`src/rtl/mem_access_unit.sv`:
```
// ============================================================================
// mem_access_unit : MEM-stage data-memory access controller (RV32IM).
// Optional macro MEM_ACCESS_TIMEOUT_EN adds an ACCESS-state timeout abort.
// Rev 1.0 - initial release
// ============================================================================
`default_nettype none

module mem_access_unit #(
    parameter int TIMEOUT_CYCLES = 16
) (
    input  logic        CLK,
    input  logic        RESET,
    input  logic        MEM_READ_EN,
    input  logic        MEM_WRITE_EN,
    input  logic [2:0]  MEM_FUNCT3,
    input  logic [31:0] MEM_ADDR,
    input  logic [31:0] MEM_WRITE_DATA,
    output logic [31:0] DATA_MEM_READ_DATA,
    output logic        STALL,
    output logic        ACCESS_FAULT,
    output logic [31:0] DMEM_ADDR,
    output logic [31:0] DMEM_WDATA,
    output logic [3:0]  DMEM_BE,
    output logic        DMEM_READ,
    output logic        DMEM_WRITE,
    input  logic [31:0] DMEM_RDATA,
    input  logic        DMEM_READY
);

    typedef enum logic [1:0] {
        S_IDLE   = 2'd0,
        S_ACCESS = 2'd1,
        S_DONE   = 2'd2
    } state_t;

    state_t      r_state, w_next;
    logic [31:0] r_addr, r_wdata, r_rdata;
    logic [3:0]  r_be;
    logic        r_read, r_write, r_to_fault;
    logic [2:0]  r_f3;
    logic [1:0]  r_alo;

    logic        w_rd_only, w_wr_only, w_legal, w_misalign, w_valid, w_fault;
    logic        w_expire;
    logic [3:0]  w_be;
    logic [31:0] w_wdata, w_load_fmt;
    logic [7:0]  w_byte;
    logic [15:0] w_half;

    assign w_rd_only  = MEM_READ_EN & ~MEM_WRITE_EN;
    assign w_wr_only  = MEM_WRITE_EN & ~MEM_READ_EN;
    // Loads accept 000/001/010/100/101; stores accept 000/001/010.
    assign w_legal    = (MEM_FUNCT3[1:0] != 2'b11) &&
                        (w_rd_only ? (MEM_FUNCT3 != 3'b110) : ~MEM_FUNCT3[2]);
    assign w_misalign = ((MEM_FUNCT3[1:0] == 2'b01) && MEM_ADDR[0]) ||
                        ((MEM_FUNCT3[1:0] == 2'b10) && (MEM_ADDR[1:0] != 2'b00));
    assign w_valid    = (w_rd_only | w_wr_only) & w_legal & ~w_misalign;
    assign w_fault    = (MEM_READ_EN | MEM_WRITE_EN) & ~w_valid;

    always_comb begin
        w_be    = 4'b1111;
        w_wdata = MEM_WRITE_DATA;
        case (MEM_FUNCT3[1:0])
            2'b00: begin
                w_be    = 4'b0001 << MEM_ADDR[1:0];
                w_wdata = {4{MEM_WRITE_DATA[7:0]}};
            end
            2'b01: begin
                w_be    = MEM_ADDR[1] ? 4'b1100 : 4'b0011;
                w_wdata = {2{MEM_WRITE_DATA[15:0]}};
            end
            default: ;
        endcase
    end

    // Formatting uses the funct3/lane latched at request time.
    always_comb begin
        w_byte = DMEM_RDATA[7:0];
        case (r_alo)
            2'd1:    w_byte = DMEM_RDATA[15:8];
            2'd2:    w_byte = DMEM_RDATA[23:16];
            2'd3:    w_byte = DMEM_RDATA[31:24];
            default: ;
        endcase
        w_half = r_alo[1] ? DMEM_RDATA[31:16] : DMEM_RDATA[15:0];
        case (r_f3)
            3'b000:  w_load_fmt = {{24{w_byte[7]}}, w_byte};
            3'b001:  w_load_fmt = {{16{w_half[15]}}, w_half};
            3'b100:  w_load_fmt = {24'd0, w_byte};
            3'b101:  w_load_fmt = {16'd0, w_half};
            default: w_load_fmt = DMEM_RDATA;
        endcase
    end

`ifdef MEM_ACCESS_TIMEOUT_EN
    localparam logic [4:0] c_TO_LAST = 5'(TIMEOUT_CYCLES - 1);
    logic [4:0] r_cnt;

    assign w_expire = (r_cnt == c_TO_LAST);

    always_ff @(posedge CLK) begin
        if (RESET || r_state != S_ACCESS) begin
            r_cnt <= 5'd0;
        end else begin
            r_cnt <= r_cnt + 5'd1;
        end
    end
`else
    // No counter: ACCESS waits for DMEM_READY indefinitely.
    assign w_expire = 1'b0 & (TIMEOUT_CYCLES == 0);
`endif

    always_ff @(posedge CLK) begin
        if (RESET) begin
            r_state <= S_IDLE;
        end else begin
            r_state <= w_next;
        end
    end

    always_comb begin
        w_next = r_state;
        STALL  = 1'b0;
        case (r_state)
            S_IDLE: begin
                if (w_valid) begin
                    STALL  = 1'b1;
                    w_next = S_ACCESS;
                end
            end
            S_ACCESS: begin
                STALL = 1'b1;
                if (DMEM_READY || w_expire) begin
                    w_next = S_DONE;
                end
            end
            default: w_next = S_IDLE;
        endcase
    end

    always_ff @(posedge CLK) begin
        if (RESET) begin
            r_addr     <= 32'd0;
            r_wdata    <= 32'd0;
            r_rdata    <= 32'd0;
            r_be       <= 4'd0;
            r_read     <= 1'b0;
            r_write    <= 1'b0;
            r_to_fault <= 1'b0;
            r_f3       <= 3'd0;
            r_alo      <= 2'd0;
        end else begin
            r_to_fault <= 1'b0;
            case (r_state)
                S_IDLE: begin
                    if (w_valid) begin
                        r_addr  <= {MEM_ADDR[31:2], 2'b00};
                        r_wdata <= w_wdata;
                        r_be    <= w_be;
                        r_read  <= w_rd_only;
                        r_write <= w_wr_only;
                        r_f3    <= MEM_FUNCT3;
                        r_alo   <= MEM_ADDR[1:0];
                    end else if (w_fault) begin
                        r_rdata <= 32'd0;
                    end
                end
                S_ACCESS: begin
                    if (DMEM_READY) begin
                        r_read  <= 1'b0;
                        r_write <= 1'b0;
                        if (r_read) begin
                            r_rdata <= w_load_fmt;
                        end
                    end else if (w_expire) begin
                        r_read     <= 1'b0;
                        r_write    <= 1'b0;
                        r_rdata    <= 32'd0;
                        r_to_fault <= 1'b1;
                    end
                end
                default: ;
            endcase
        end
    end

    assign ACCESS_FAULT       = ((r_state == S_IDLE) & w_fault) | r_to_fault;
    assign DATA_MEM_READ_DATA = ((r_state == S_IDLE) & w_fault) ? 32'd0 : r_rdata;
    assign DMEM_ADDR          = r_addr;
    assign DMEM_WDATA         = r_wdata;
    assign DMEM_BE            = r_be;
    assign DMEM_READ          = r_read;
    assign DMEM_WRITE         = r_write;

endmodule

`default_nettype wire

```
`config.mk`:
```
export PLATFORM = sky130hd
export DESIGN_NAME = mem_access_unit
export DESIGN_NICKNAME = d
export VERILOG_FILES = /design/src/rtl/mem_access_unit.sv
export SDC_FILE = /design/constraint.sdc
export NUM_CORES = 1
export LEC_CHECK = 0
export CORE_UTILIZATION = 44
export DETAILED_ROUTE_END_ITERATION = 12
export PLACE_DENSITY = 0.89
export SLEW_MARGIN = 25
export SYNTH_ARGS = -nofsm -noshare
export SYNTH_HDL_FRONTEND = slang
export SYNTH_SLANG_ARGS = --single-unit
```
`constraint.sdc`:
```
create_clock -name CLK -period 2.3 [get_ports CLK]
set_input_delay 0.345 -clock CLK [delete_from_list [all_inputs] [get_ports CLK]]
set_output_delay 0.345 -clock CLK [all_outputs]
set_load 0.1 [all_outputs]
```
== Word level (Yosys, flattened, before mapping) ==
Index checks and enable logic that the tools add are counted.

* Register bits after elaboration: 107
* Input port bits: 104

* Bitwise gates (word level): 13
* Shifts and indexed selects: 1
* Reductions and logical operators: 13
* Eq/ne operators: 16
* Muxes and demuxes: 23

{| class="wikitable"
|+ Operators with widths
! operator !! count
|-
| $mux 32 || 5
|-
| $pmux 32 s2 || 2
|-
| $pmux 32 s4 || 1
|-
| $pmux 8 s3 || 1
|-
| $mux 16 || 1
|-
| $ne 2x2->1 const B || 6
|-
| $pmux 4 s2 || 1
|-
| $and 1x1->1 || 6
|-
| $eq 2x1->1 const B || 3
|-
| $eq 2x2->1 const B || 3
|-
| $eq 3x3->1 const B || 2
|-
| $pmux 1 s2 || 3
|-
| $mux 1 || 5
|-
| $not 1->1 || 5
|-
| $reduce_and 5->1 || 1
|-
| $logic_not 2->1 || 2
|-
| $mux 2 || 2
|-
| $mux 4 || 1
|-
| $pmux 2 s2 || 1
|-
| $reduce_and 2->1 || 2
|-
| $reduce_bool 2->1 || 2
|-
| $shl 1x2->4 const A || 1
|-
| $eq 3x1->1 const B || 1
|-
| $logic_and 1x1->1 || 3
|-
| 5 further kinds || 6
|}

== Depth between registers and ports, before layout ==
Gate-level depths: netlist (run 1).

* Depth in word-level cells: 11
* Mapped depth: 8

== Least setup slack after synthesis (run 1) ==
No wires, ideal clock.

* Path type: input to output
* Start: in MEM_WRITE_EN
* End: out STALL
* Data required time: 1.955 ns
* Stages on the path: 8
* Arrival: 2.599 ns
* Path buffers: 2
* Setup slack: -0.644 ns
* Path through: inv_1 > ha_1 > nor2b_1 > o221a_2 > buf_4 > buf_2 > nor2_1 > nor2_1

* Word-level cells in the longest chain between the ends: 8
* Elaborated cells on any way between the ends: 10
* Classes of those cells: 3 x mux; 6 x bitwise; 1 x reduce/logical

{| class="wikitable"
|+ Ends and longest elaborated chain
! what !! RTL line !! text
|-
| start: declaration || 14 || <nowiki>input logic MEM_WRITE_EN,</nowiki>
|-
| $not 1->1 || 50 || <nowiki>assign w_rd_only = MEM_READ_EN & ~MEM_WRITE_EN;</nowiki>
|-
| $and 1x1->1 || 50 ||
|-
| $mux 1 || 54 || <nowiki>(w_rd_only ? (MEM_FUNCT3 != 3'b110) : ~MEM_FUNCT3[2]);</nowiki>
|-
| $logic_and 1x1->1 || 53 || <nowiki>assign w_legal = (MEM_FUNCT3[1:0] != 2'b11) &&</nowiki>
|-
| $and 1x1->1 (*) (2 in series) || 57 || <nowiki>assign w_valid = (w_rd_only | w_wr_only) & w_legal & ~w_misalign;</nowiki>
|-
| $mux 1 (*) || 126 || <nowiki>if (w_valid) begin</nowiki>
|-
| $pmux 1 s2 (*) || 124 || <nowiki>case (r_state)</nowiki>
|-
| end: declaration || 19 || <nowiki>output logic STALL,</nowiki>
|}

Mark *: on every way between the ends. The rest lies on a longest branch, timed or not.

== Final worst setup path (run 1) ==
* Start: in MEM_WRITE_EN
* End: out DATA_MEM_READ_DATA[31]

* Word-level cells in the longest chain between the ends: 10
* Elaborated cells on any way between the ends: 13
* Classes of those cells: 2 x mux; 10 x bitwise; 1 x reduce/logical

{| class="wikitable"
|+ Ends and longest elaborated chain
! what !! RTL line !! text
|-
| $not 1->1 || 50 ||
|-
| $and 1x1->1 || 50 ||
|-
| $mux 1 || 54 ||
|-
| $logic_and 1x1->1 || 53 ||
|-
| $and 1x1->1 (2 in series) || 57 ||
|-
| $not 1->1 || 58 || <nowiki>assign w_fault = (MEM_READ_EN | MEM_WRITE_EN) & ~w_valid;</nowiki>
|-
| $and 1x1->1 (*) || 58 ||
|-
| $and 1x1->1 (*) || 188 || <nowiki>assign DATA_MEM_READ_DATA = ((r_state == S_IDLE) & w_fault) ? 32'd0 : r_rdata;</nowiki>
|-
| $mux 32 (*) || 188 ||
|-
| end: declaration || 18 || <nowiki>output logic [31:0] DATA_MEM_READ_DATA,</nowiki>
|}

Marked as above.

==> results.md, run 1 <==
* Status: finished, final reports clean
* DRT iter0 DRCs at 350
* Peak VDD IR at ~0.00053 V
* Instance count of the mapped netlist at 608
* Die width at around 110 µm
* DR pass1 iterations at 6
* Hold Path Depth at 4
* Final Util at 70.07%
* Synth Flop Type: dfxtp_1
* Initial Utilization at a little under half
* RePlAce Congestion at 0.8878
* Sequential area share after synthesis at between 40% and 50%
* Final instance area at between 8000 and 9000 µm²
* Drt wl/cell at 18.67 µm
* DRT met1 WL at between 6000 and 7000 µm
* Worst r2r src: r_state[1]
* Layout cells sized above 1 at 26.84%
* F_max at roughly 450 MHz
* Syn. warnings at 0
* Crit end category: primary output
* Hold Path Sink: DMEM_WRITE
* Hold Buf Count CTS at 0
* Synth top cells by count: 107 x dfxtp_1, 100 x a21oi_1, 69 x o21ai_0, 45 x nand3_1, 38 x clkbuf_1
* Cell depth of the worst flop-to-flop path at 6
* Clock latency at the later pin of the worst-skew pair at 0.35 ns
* Final wirelength at between 15,000 and 20,000 µm
* Core area at 11,420 µm²
* Number of synthesized flops with an enable pin at 0
* Mapped Avg Cell Area at between 8 and 9 µm²
* Reg2reg end: r_rdata[28]
* Min-delay src: MEM_WRITE_EN
* Pwr/cell area at roughly 610 nW/µm²
* Met3 wire length at roughly 1800 µm
* Area contributors post-synth: dfxtp_1 42%, a21oi_1 9.7%, o21ai_0 6.7%, nand3_1 4.4%, o2bb2ai_1 4.1%
* R2R Setup Slk at 0.23 ns
* DP Area at roughly 7600 µm²
* Cell taking the most area after synthesis: dfxtp_1
* Crit path DAT at around 1.9 ns
* CP startpoint kind: input port
* Pins Over Slew Limit at 0
* Setup ws final at between 0.05 and 0.06 ns
* Crit Path Max Fanout at 8
* First-pass GRT wire length at ~27,000 µm
* Slew of the pin with the lowest slew margin at roughly 0.68 ns
* Met2 routed WL at 8629 µm
* Top Ports at approximately 210
* LEAKAGE at ~3 nW
* Dpl hpwl at about 12,000 µm
* Placement Setup Slack at -0.5188 ns
* Worst Path Required at around 2 ns
* Uppermost routed layer: met4
* Die height at roughly 110 µm
* Final period util at a little over nine tenths
* Max-cap violations at 0
* Ys async rst share at 0%
* Number of distinct library cells after synthesis at between 40 and 50
* Unrepaired setup endpoints after global routing: no
* Antenna Nets Post-Route at 0
* Final Hold Viols at 0
* Ant. Diodes at 0
* Largest net degree at the start of global routing at between 70 and 80
* Die area at about 12,000 µm²
* Number of setup violations in the final report at 0
* Num Clock Sinks at between 100 and 150
* Via count at about 5,600
* Number of global-route vias before repair at ~5,300
* Area growth syn-to-layout at 55.26%
* Final #Nets at ~900
* Gr ovfl total at 0
* Yosys reg bits at between 100 and 150
* Crit path kind: in2out
* Top-count cell post-synth: dfxtp_1
* Worst clock skew at 0.009117 ns
* Port bufs at about 200
* DRC violations left at 0
* Clock-pin slew on the worst setup and hold paths at around 0.080 ns
* CTS max path bufs at 2
* Synth top area share at 41.56%
* FP Rows at 39
* CTS tree: yes
* Gr usage total at 29.20%
* Worst min-delay path class: in2reg
* Hold_ws at approximately 0.45 ns
* Slew margin rel. at between 50% and 60%
* DR vias/cell at approximately 6
* Clock root buffer: clkbuf_16
* CTS H-tree depth at 3
* Total CTS buffers at 9
* Period minus WS final at between 2 and 2.5 ns
* Antenna violations before repair at 0
* Synthesized area at ~5200 µm²
-- through the flow --
step           std cells  power [mW]  TNS (ns)
2_1_floorplan        609       2.879         0
3_3_place_gp         923       3.309    -35.04
3_5_place_dp         923       3.338    -39.69
4_1_cts              944       4.863         0
5_1_grt              944       5.037         0
6_report             944       4.861         0
-- state kept, by name, summed over array words and instances, names as in the netlist --
register,cells
r_f3,3
r_alo,2
DMEM_ADDR,30
r_rdata,32
DMEM_BE,4
r_state,2
DMEM_READ,1
DMEM_WRITE,1
DMEM_WDATA,32
-- final cells by class --
class | count | area [µm²]
fillers | 868 | 3417
multi-input cells | 437 | 2885
repair buffers | 235 | 2481
flip-flops and latches | 107 | 2142
clock buffers | 9 | 225.2
well taps | 143 | 178.9
clock inverters | 7 | 62.56
inverters | 6 | 26.28
-- worst max-delay path: stages --
cell     delay [ns]
buf_2          0.10
inv_2          0.05
buf_4          0.12
ha_1           0.30
o221a_4        0.16
or3_4          0.48
and2_4         0.18
buf_12         0.16
-- kinds of logic (layout without fill, tap and decap cells) --
| logic type | after synthesis | count (layout) | share of synthesized area [%] |
|---|---|---|---|
| compound gates | 246 | 246 | 29.59 |
| simple gates | 154 | 158 | 16.07 |
| flops | 107 | 107 | 41.56 |
| buf+inv | 69 | 257 | 6.045 |
| mux | 28 | 28 | 5.924 |
| fa+ha+maj | 3 | 3 | 0.7284 |
| other cells | 1 | 2 | 0.07276 |
-- routing by layer --
metal  track usage [%]  up-vias
li1                  -     2616
met4             9.680        0
met5                 0        -
met3             9.230       29
met2             48.35      317
met1             35.90     2615
-- worst max-delay path by stage --
stage | startpoint | cells after the start | slack (ns) | to
after detailed placement | MEM_WRITE_EN | 8 | -0.52 | DATA_MEM_READ_DATA[3]
after global routing | r_state[0] | 4 | 0.004 | DATA_MEM_READ_DATA[13]
after CTS | MEM_READ_EN | 7 | 0.00008 | DATA_MEM_READ_DATA[10]
after global placement | MEM_WRITE_EN | 8 | -0.47 | DATA_MEM_READ_DATA[28]
final | MEM_WRITE_EN | 8 | 0.05 | DATA_MEM_READ_DATA[31]
after floorplan | MEM_WRITE_EN | 7 | 0.05 | DATA_MEM_READ_DATA[22]
-- cells in the final DEF (no fill, tap or decap), types with 3 or more instances in the layout --
master and count:
dfxtp_1 107, a21oi_1 100, clkdlybuf4s50_1 95, buf_4 93, o21ai_0 69, nand3_1 45
buf_12 38, nand2_1 32, o2bb2ai_1 23, and2_4 20, mux2i_1 17, and2_2 12
nand2b_1 12, a311oi_1 11, mux2_2 10, nor2_1 9, a211oi_1 9, clkbuf_16 9
o2111ai_1 8, a32o_1 8, or3_1 8, and3b_1 6, a211o_1 6, or3_4 5
clkinv_4 4, dlygate4sd2_1 4, buf_2 3
-- report_power, final --
group	total [mW]	internal (mW)	switching [mW]
Clock	1.51	0.755	0.756
Sequential	1.97	1.92	0.0480
Combinational	1.38	0.442	0.939
-- repair_timing --
action                                  in CTS  in global routing
pin swaps                                   15                  8
setup buffers                                1                  0
cloned                                       4                  0
gates resized for setup                     45                  3
endpoints found under the setup margin      52                 25
Power figures use the tool's default switching activity.
==> run 2, diff against run 1 <==
==> constraint.sdc (replaced) <==
create_clock -name CLK -period 2.3 [get_ports CLK]
set_input_delay 0.345 -clock CLK [delete_from_list [all_inputs] [get_ports CLK]]
set_output_delay 0.345 -clock CLK [all_outputs]
set_load 0.02 [all_outputs]
==> run 2 against run 1 <==
Net effect:
- clock power barely moved
- final cell count up 0.11%
- sequential cell count did not move
- fmax down 3.0%
- the flow now finishes with violations (setup timing)
- die area did not move
- worst hold slack got worse by 0.21 ns
- wire length up 3.9%
- largest power group unchanged
- combinational power decreased by 28%
==> results.md, run 2 (synthesis gave the netlist of run 1 again) <==
* Gr usage total at 29.67% (+0.47 points)
* Crit path DAT at 1.97 ns (+0.07 ns)
* Crit end category: primary output
* DR pass1 iterations at 5 (-1)
* Area growth syn-to-layout at 51.10%
* Via count at 5,618 (+0.74%)
* Worst min-delay path class: in2reg
* Int Pwr at 3.177 mW (+1.9%)
* Crit path kind: in2out
* Leading cell type in the layout, fill and taps excluded: clkdlybuf4s50_1
* Top Ports at 208 (unchanged)
* Slowest library cell on the worst path: or3_4
* Clock root buffer: clkbuf_16
* Die area at 12,150 µm² (unchanged)
* Final #Nets at 904 (+0.11%)
* Die height at 110.2 µm (unchanged)
* CTS tree: yes
* Slew margin rel. at 58.08% (+3.3 points)
* First-pass GRT wire length at 27,520 µm (+0.78%)
* Slew of the pin with the lowest slew margin at 0.6281 ns (-0.04880 ns)
* F_max at 431.9 MHz (-3.0%)
* Worst clock skew at 0.008535 ns (-0.0005820 ns)
* Unrepaired setup endpoints after global routing: yes
* Slowest stage delay, CP at 0.46 ns (-0.02 ns)
* DR vias/cell at 5.945 (+0.63%)
* Number of setup violations in the final report at 2 (+2)
* Combinational power share at 22.1% (-6.3 points)
* Net Sw Frac at 29.00% (-6.9 points)
* Largest net degree at the start of global routing at 76 (+2.7%)
* Number of global-route vias before repair at 5,393 (+1.7%)
* Antenna Nets Post-Route at 0 (unchanged)
* CTS H-tree depth at 3 (unchanged)
* CP startpoint kind: input port
* DRC violations left at 0 (unchanged)
* Gr ovfl total at 0 (unchanged)
* Pwr/cell area at 574.6 nW/µm² (-5.4%)
* Crit Path Max Fanout at 6 (-2)
* Period minus WS final at 2.316 ns (+0.07026 ns)
* Switching power of the nets at 1.298 mW (-26%)
* Layout cells sized above 1 at 16.96% (-9.9 points)
* Initial Utilization at 45.13% (unchanged)
* CTS max path bufs at 2 (unchanged)
* CP Cell Sequence: clkdlybuf4s15_1 > ha_4 > nor2b_4 > o221a_4 > or3_4 > and2_1 > buf_2
* CP top delay family: simple AND/OR/NAND/NOR gates
* Drt wl/cell at 19.39 µm (+3.8%)
* Port bufs at 205 (unchanged)
* Final period util at 100.7% (+3.1 points)
* Peak VDD IR at 0.0004983 V (-6.7%)
* Core area at 11,420 µm² (unchanged)
* Antenna violations before repair at 0 (unchanged)
* Worst Path Required at 1.96 ns (about the same)
* Die width at 110.2 µm (unchanged)
* Final Util at 68.20% (-1.9 points)
* Clock power frac at 34.0% (+2.9 points)
* Total CTS buffers at 9 (unchanged)
* Ant. Diodes at 0 (unchanged)
* Pins Over Slew Limit at 0 (unchanged)
* Highest-count cells in the layout ignoring fill and taps: 163 x clkdlybuf4s50_1, 107 x dfxtp_1, 99 x a21oi_1
* Final wirelength at 18,320 µm (+3.9%)
* Reg power frac at 43.9% (+3.4 points)
* DRT iter0 DRCs at 472 (+35%)
* RePlAce Congestion at 0.9266 (+4.4%)
* Num Clock Sinks at 107 (unchanged)
* FP Rows at 39 (unchanged)
* Clock-pin slew on the worst setup and hold paths at 0.08 ns (about the same)
* Setup ws final at -0.01559 ns (-0.07026 ns)
* Dpl hpwl at 11,940 µm (+1.6%)
* Hold_ws at 0.2478 ns (-0.2056 ns)
* Failing checks: setup timing
* Fillers at 844 (-2.8%)
* WP buf/inv at 2 (-2)
* LEAKAGE at 2.889 nW (-6.3%)
* Status: complete, but fails checks
* Placement Setup Slack at -0.8039 ns (-0.2851 ns)
* Max-cap violations at 0 (unchanged)
* Final Hold Viols at 0 (unchanged)
* Clock latency at the later pin of the worst-skew pair at 0.35 ns (about the same)
## run 2: path summary, 6_finish.rpt
kind	start	endpoint	slack, ns	cells after the start
max	MEM_READ_EN	DATA_MEM_READ_DATA[22]	-0.02	7
min	RESET	r_state[1]	0.25	2
max reg2reg	r_state[0]	r_rdata[9]	0.32	6
min reg2reg	r_rdata[18]	r_rdata[18]	0.46	1
## run 2: layer usage
layer | part of all wire, % | up-vias | GRT usage, %
met5 | 0 | - | 0
met4 | 2.7 | 0 | 12.78
met3 | 10 | 45 | 8.642
met2 | 49 | 309 | 49.82
met1 | 38 | 2655 | 35.23
li1 | - | 2609 | -
## run 2: power by group through the flow
stage	clock (mW)	combinational [mW]	sequential, mW
after floorplan	0	0.383	2.07
after global placement	0	0.906	2.00
after detailed placement	0	0.931	2.00
after CTS	1.53	0.974	1.96
after global routing	1.63	1.05	1.97
final	1.52	0.990	1.96
## run 2: repair_timing
action | 4_1_cts | 5_1_grt
gates cloned | 4 | 0
setup endpoints to repair | 95 | 65
setup buffers | 0 | 0
pin swaps | 27 | 5
hold buffers | 0 | 0
resized for setup | 202 | 14
## run 2: final cells by class
type | count | area (µm²) | share of cell area, %
timing repair buffer | 236 | 2275 | 29.21
clock inverter | 5 | 35.03 | 0.4499
inverter | 6 | 22.52 | 0.2892
clock buffer | 11 | 252.7 | 3.245
multi-input combinational | 437 | 2882 | 37.00
tap | 143 | 178.9 | 2.298
sequential | 107 | 2142 | 27.51
## run 2: metrics by stage
stage	cells	instance area [µm²]	power, mW	setup TNS [ns]
CTS	945	7737	4.468	0
global placement	925	7402	2.904	-62.23
detailed placement	925	7402	2.934	-68.86
global route	945	7787	4.645	-0.2445
floorplan	609	5157	2.458	0
finish	945	7787	4.475	-0.02803
